===== config.mk =====
export PLATFORM = sky130hd
export DESIGN_NAME = otter_intr_fsm
export DESIGN_NICKNAME = d
export VERILOG_FILES = /design/src/rtl/otter_intr_fsm.sv
export SDC_FILE = /design/constraint.sdc
export NUM_CORES = 1
export LEC_CHECK = 0
export BUFFER_PORTS_ARGS = -buffer_cell sky130_fd_sc_hd__buf_2
export CAP_MARGIN = 20
export CORE_AREA = 2 2 39 41
export DETAILED_ROUTE_END_ITERATION = 10
export DIE_AREA = 0 0 41 43
export GPL_TIMING_DRIVEN = 0
export PLACE_DENSITY_LB_ADDON = 0.12
export SYNTH_ARGS = -nofsm -noshare
export SYNTH_HDL_FRONTEND = slang
export SYNTH_SLANG_ARGS = --single-unit

===== constraint.sdc =====
create_clock -name CLK -period 1.75 [get_ports CLK]
set_clock_uncertainty 0.05 [all_clocks]
set_input_delay 0.175 -clock CLK [delete_from_list [all_inputs] [get_ports CLK]]
set_output_delay 0.175 -clock CLK [all_outputs]
set_load 0.02 [all_outputs]

===== src/rtl/otter_intr_fsm.sv =====
// OTTER multicycle control FSM with edge-triggered, MIE-gated interrupt entry.
// Strobes are decoded from the current state and opcode; only INT_PEND is registered.
module otter_intr_fsm (
  input  logic       CLK,
  input  logic       RST,
  input  logic [6:0] IR_OPCODE,
  input  logic [2:0] IR_FUNCT,
  input  logic       INTR,
  input  logic       MIE,
  output logic       PC_WRITE,
  output logic       REG_WRITE,
  output logic       MEM_WE2,
  output logic       MEM_RDEN1,
  output logic       MEM_RDEN2,
  output logic       PC_RST,
  output logic       CSR_WE,
  output logic       MRET_EXEC,
  output logic       INT_TAKEN,
  output logic       INT_PEND
);

  // state    | meaning
  // ST_INIT  | PC held in reset for one cycle
  // ST_FETCH | instruction memory read
  // ST_EXEC  | execute; LOAD issues the data read and continues to ST_WB
  // ST_WB    | LOAD write-back
  // ST_INTR  | interrupt entry: jump to MTVEC, save MEPC
  typedef enum logic [2:0] {
    ST_INIT,
    ST_FETCH,
    ST_EXEC,
    ST_WB,
    ST_INTR
  } state_t;

  localparam logic [6:0] OP_LOAD   = 7'b0000011;
  localparam logic [6:0] OP_STORE  = 7'b0100011;
  localparam logic [6:0] OP_BRANCH = 7'b1100011;
  localparam logic [6:0] OP_LUI    = 7'b0110111;
  localparam logic [6:0] OP_AUIPC  = 7'b0010111;
  localparam logic [6:0] OP_JAL    = 7'b1101111;
  localparam logic [6:0] OP_JALR   = 7'b1100111;
  localparam logic [6:0] OP_OP     = 7'b0110011;
  localparam logic [6:0] OP_OPIMM  = 7'b0010011;
  localparam logic [6:0] OP_SYSTEM = 7'b1110011;

  state_t r_state;
  logic   r_intr_d;
  logic   r_int_pend;

  logic w_is_load;
  logic w_take_intr;
  logic w_intr_edge;

  assign w_is_load   = (IR_OPCODE == OP_LOAD);
  assign w_take_intr = r_int_pend & MIE;
  assign w_intr_edge = INTR & ~r_intr_d;

  always_ff @(posedge CLK) begin
    if (RST) begin
      r_state    <= ST_INIT;
      r_intr_d   <= 1'b0;
      r_int_pend <= 1'b0;
    end else begin
      r_intr_d <= INTR;
      // Clearing on interrupt entry takes priority, so an edge landing in ST_INTR is dropped.
      if (r_state == ST_INTR)
        r_int_pend <= 1'b0;
      else if (w_intr_edge)
        r_int_pend <= 1'b1;

      case (r_state)
        ST_INIT:  r_state <= ST_FETCH;
        ST_FETCH: r_state <= ST_EXEC;
        ST_EXEC: begin
          if (w_is_load)        r_state <= ST_WB;
          else if (w_take_intr) r_state <= ST_INTR;
          else                  r_state <= ST_FETCH;
        end
        ST_WB:    r_state <= w_take_intr ? ST_INTR : ST_FETCH;
        ST_INTR:  r_state <= ST_FETCH;
        default:  r_state <= ST_INIT;
      endcase
    end
  end

  always_comb begin
    PC_WRITE  = 1'b0;
    REG_WRITE = 1'b0;
    MEM_WE2   = 1'b0;
    MEM_RDEN1 = 1'b0;
    MEM_RDEN2 = 1'b0;
    PC_RST    = 1'b0;
    CSR_WE    = 1'b0;
    MRET_EXEC = 1'b0;
    INT_TAKEN = 1'b0;
    case (r_state)
      ST_INIT:  PC_RST    = 1'b1;
      ST_FETCH: MEM_RDEN1 = 1'b1;
      ST_EXEC: begin
        case (IR_OPCODE)
          OP_LOAD:   MEM_RDEN2 = 1'b1;
          OP_STORE: begin
            MEM_WE2  = 1'b1;
            PC_WRITE = 1'b1;
          end
          OP_BRANCH: PC_WRITE = 1'b1;
          OP_LUI, OP_AUIPC, OP_JAL, OP_JALR, OP_OP, OP_OPIMM: begin
            PC_WRITE  = 1'b1;
            REG_WRITE = 1'b1;
          end
          OP_SYSTEM: begin
            PC_WRITE = 1'b1;
            if (IR_FUNCT == 3'b000) begin
              MRET_EXEC = 1'b1;
            end else begin
              REG_WRITE = 1'b1;
              CSR_WE    = 1'b1;
            end
          end
          // Unknown opcodes retire as a NOP rather than stalling.
          default:   PC_WRITE = 1'b1;
        endcase
      end
      ST_WB: begin
        REG_WRITE = 1'b1;
        PC_WRITE  = 1'b1;
      end
      ST_INTR: begin
        PC_WRITE  = 1'b1;
        INT_TAKEN = 1'b1;
      end
      default: ;
    endcase
  end

  assign INT_PEND = r_int_pend;

endmodule


==> flow_metrics.tcl <==
set metrics [dict create \
    die-area_um2 1760 \
    place_area_um2 479 \
    multiInputGateArea_um2 240 \
    cts_root_buf "clkbuf_4" \
    p_leak_nw 0.244 \
    coreArea_um2 1380 \
    cts_tree "built" \
    path_clk_slew_ps 40 \
    io_buffer_count 23 \
    hold-worst-slack_ps 109 \
    synth_cells 42 \
    drv_slew 0 \
    cts_hold_buf 0 \
    numClockSinks 5 \
    antenna_found_initial 0 \
    syn-cell-area_um2 344 \
    rsz0062_at_grt "false" \
    design_area_um2 524 \
    syn_avg_cell_area_um2 8.19 \
    power_density_nw_per_um2 701 \
    routedWlPerCell_um 10.7 \
    final_nets 85 \
    crit_fanout 6 \
    ys_seq_area_share_pct 29.1 \
    dp_hpwl_um 724 \
    max_freq_ghz 0.612 \
    cp.arrival_ps 1410 \
    die_w_um 41 \
    via_count 420 \
    final_hold_viol_count 0 \
    syn-num-nets 56 \
    worstSetupPathType "flip-flop to primary output" \
    yosysWarnings 0 \
    endpoint_kind "primary output" \
    rows 14 \
    grt_usage_pct 13.2 \
    vdd_drop_max_mv 0.323 \
    fillers 163 \
    power_mw 0.367 \
    fin_cells 86 \
    io_pins 24 \
    cts_buffers 3 \
    setup_ws_ps 116 \
    maxSlewHeadroom_pct 79.5 \
    dpl.cell_count 81 \
    hp-class "input pin to flip-flop" \
    final_core_util_pct 37.9 \
    dp_slack_ps 343 \
    drt-initial-drc-count 3 \
    clk_latency_ps 240 \
    worstPathRequired_ps 1520 \
    cts_max_path_buffers 2 \
    initial_core_util_pct 24.9 \
    overflow 0 \
    num_antenna_cells 0 \
    most-common-layout-cells "buf_2 (22), nor2_1 (6), dfxtp_1 (4), nor3_1 (4)" \
    ys_types 24 \
    first_global_vias 373 \
    finalCriticalPeriod_ps 1630 \
    cts_max_level 1 \
    synth_seq_cells 5 \
    grt_pass1_wl_mm 1.52 \
    worstSetupStartpointType "flip-flop" \
    maxCapViolations 0 \
    wirelength_um 919 \
    grt_max_degree 8 \
    drt_pre_antenna_iters 4 \
    drive_above_1_share_pct 50.0 \
    final_common_cell "buf_2" \
    seqCellArea_um2 101 \
    outcome "completed" \
    finalCritPeriodShare_pct 93.4 \
    drc 0 \
    die_y_um 43 \
    postRouteAntennaNets 0 \
    tightestPinTransition_ps 307 \
    gp_congestion 0.679 \
    syn_to_final_growth_pct 52.4 \
    vias_per_cell 4.88 \
    finalSetupTns_ps 0 \
    finalSetupViolations 0 \
]
==> synth_stat cells, drive strengths merged <==
cell type  instances  area (um^2)
dfxtp              5          100
nand4              1         6.26
a21oi              1         5.00
nor3b              2         15.0
and4b              1         10.0
inv                1         3.75
nor2               6         22.5
nand4b             1         8.76
and2               1         6.26
a21o               1         7.51
a2111oi            1         10.0
o311a              1         11.3
nand2b             1         6.26
a31oi              1         6.26
and4bb             1         12.5
nor2b              2         12.5
nand3              2         10.0
nor4               1         21.3
a211oi             1         12.5
o2111ai            1         8.76
buf                1         5.00
nor3               5         25.0
nand2              4         17.5
==> sequential cells by signal (all words and copies together), names as in the netlist <==
register,count
INT_PEND,1
r_state,3
r_intr_d,1
==> worst max-delay path, stage by stage (launching register included) <==
cell	delay (ps)
dfxtp_2	350
nor2b_1	130
buf_4	140
nand4b_1	160
nor3_1	200
buf_2	190
==> what timing repair did <==
action	4_1_cts	5_1_grt
gates resized for setup	0	4
endpoints found under the setup margin	0	2
setup buffers	0	1
==> worst paths after layout <==
| kind | startpoint | to | slack, ps | cells after the start |
|---|---|---|---|---|
| setup / recovery | r_state[1] | CSR_WE | 120 | 5 |
| hold / removal | RST | r_state[0] | 110 | 2 |
| hold reg to reg | INT_PEND | r_state[2] | 470 | 2 |
| setup reg to reg | r_state[1] | r_state[0] | 670 | 5 |
==> where the power goes <==
part           switching [mW]  internal [mW]  total, mW
clock                  0.0477         0.0862      0.134
sequential             0.0103          0.123      0.134
combinational          0.0556         0.0441     0.0997
total                   0.114          0.254      0.367
==> logic make-up after synthesis <==
logic type / after synthesis / synth area share (%)
flip-flops: 5 / 29.1
AND/OR/NAND/NOR: 28 / 50.5
AO/OA/AOI/OAI: 7 / 17.8
buffers and inverters: 2 / 2.54
==> cell type report <==
class / count / share of cell area (%)
Multi-Input combinational cell: 35 / 45.8
Timing Repair Buffer: 24 / 23.9
Sequential cell: 5 / 19.3
Clock buffer: 4 / 5.01
Tap cell: 16 / 3.82
Buffer: 1 / 1.43
Inverter: 1 / 0.716
==> metal layers <==
layer	vias to the layer above	track usage (%)	part of all wire, %
li1	219	-	-
met1	179	16.4	43
met2	18	18.4	43
met3	4	1.57	9.9
met4	0	12.0	3.2
met5	-	0	0
(Power assumes the default switching activity.)
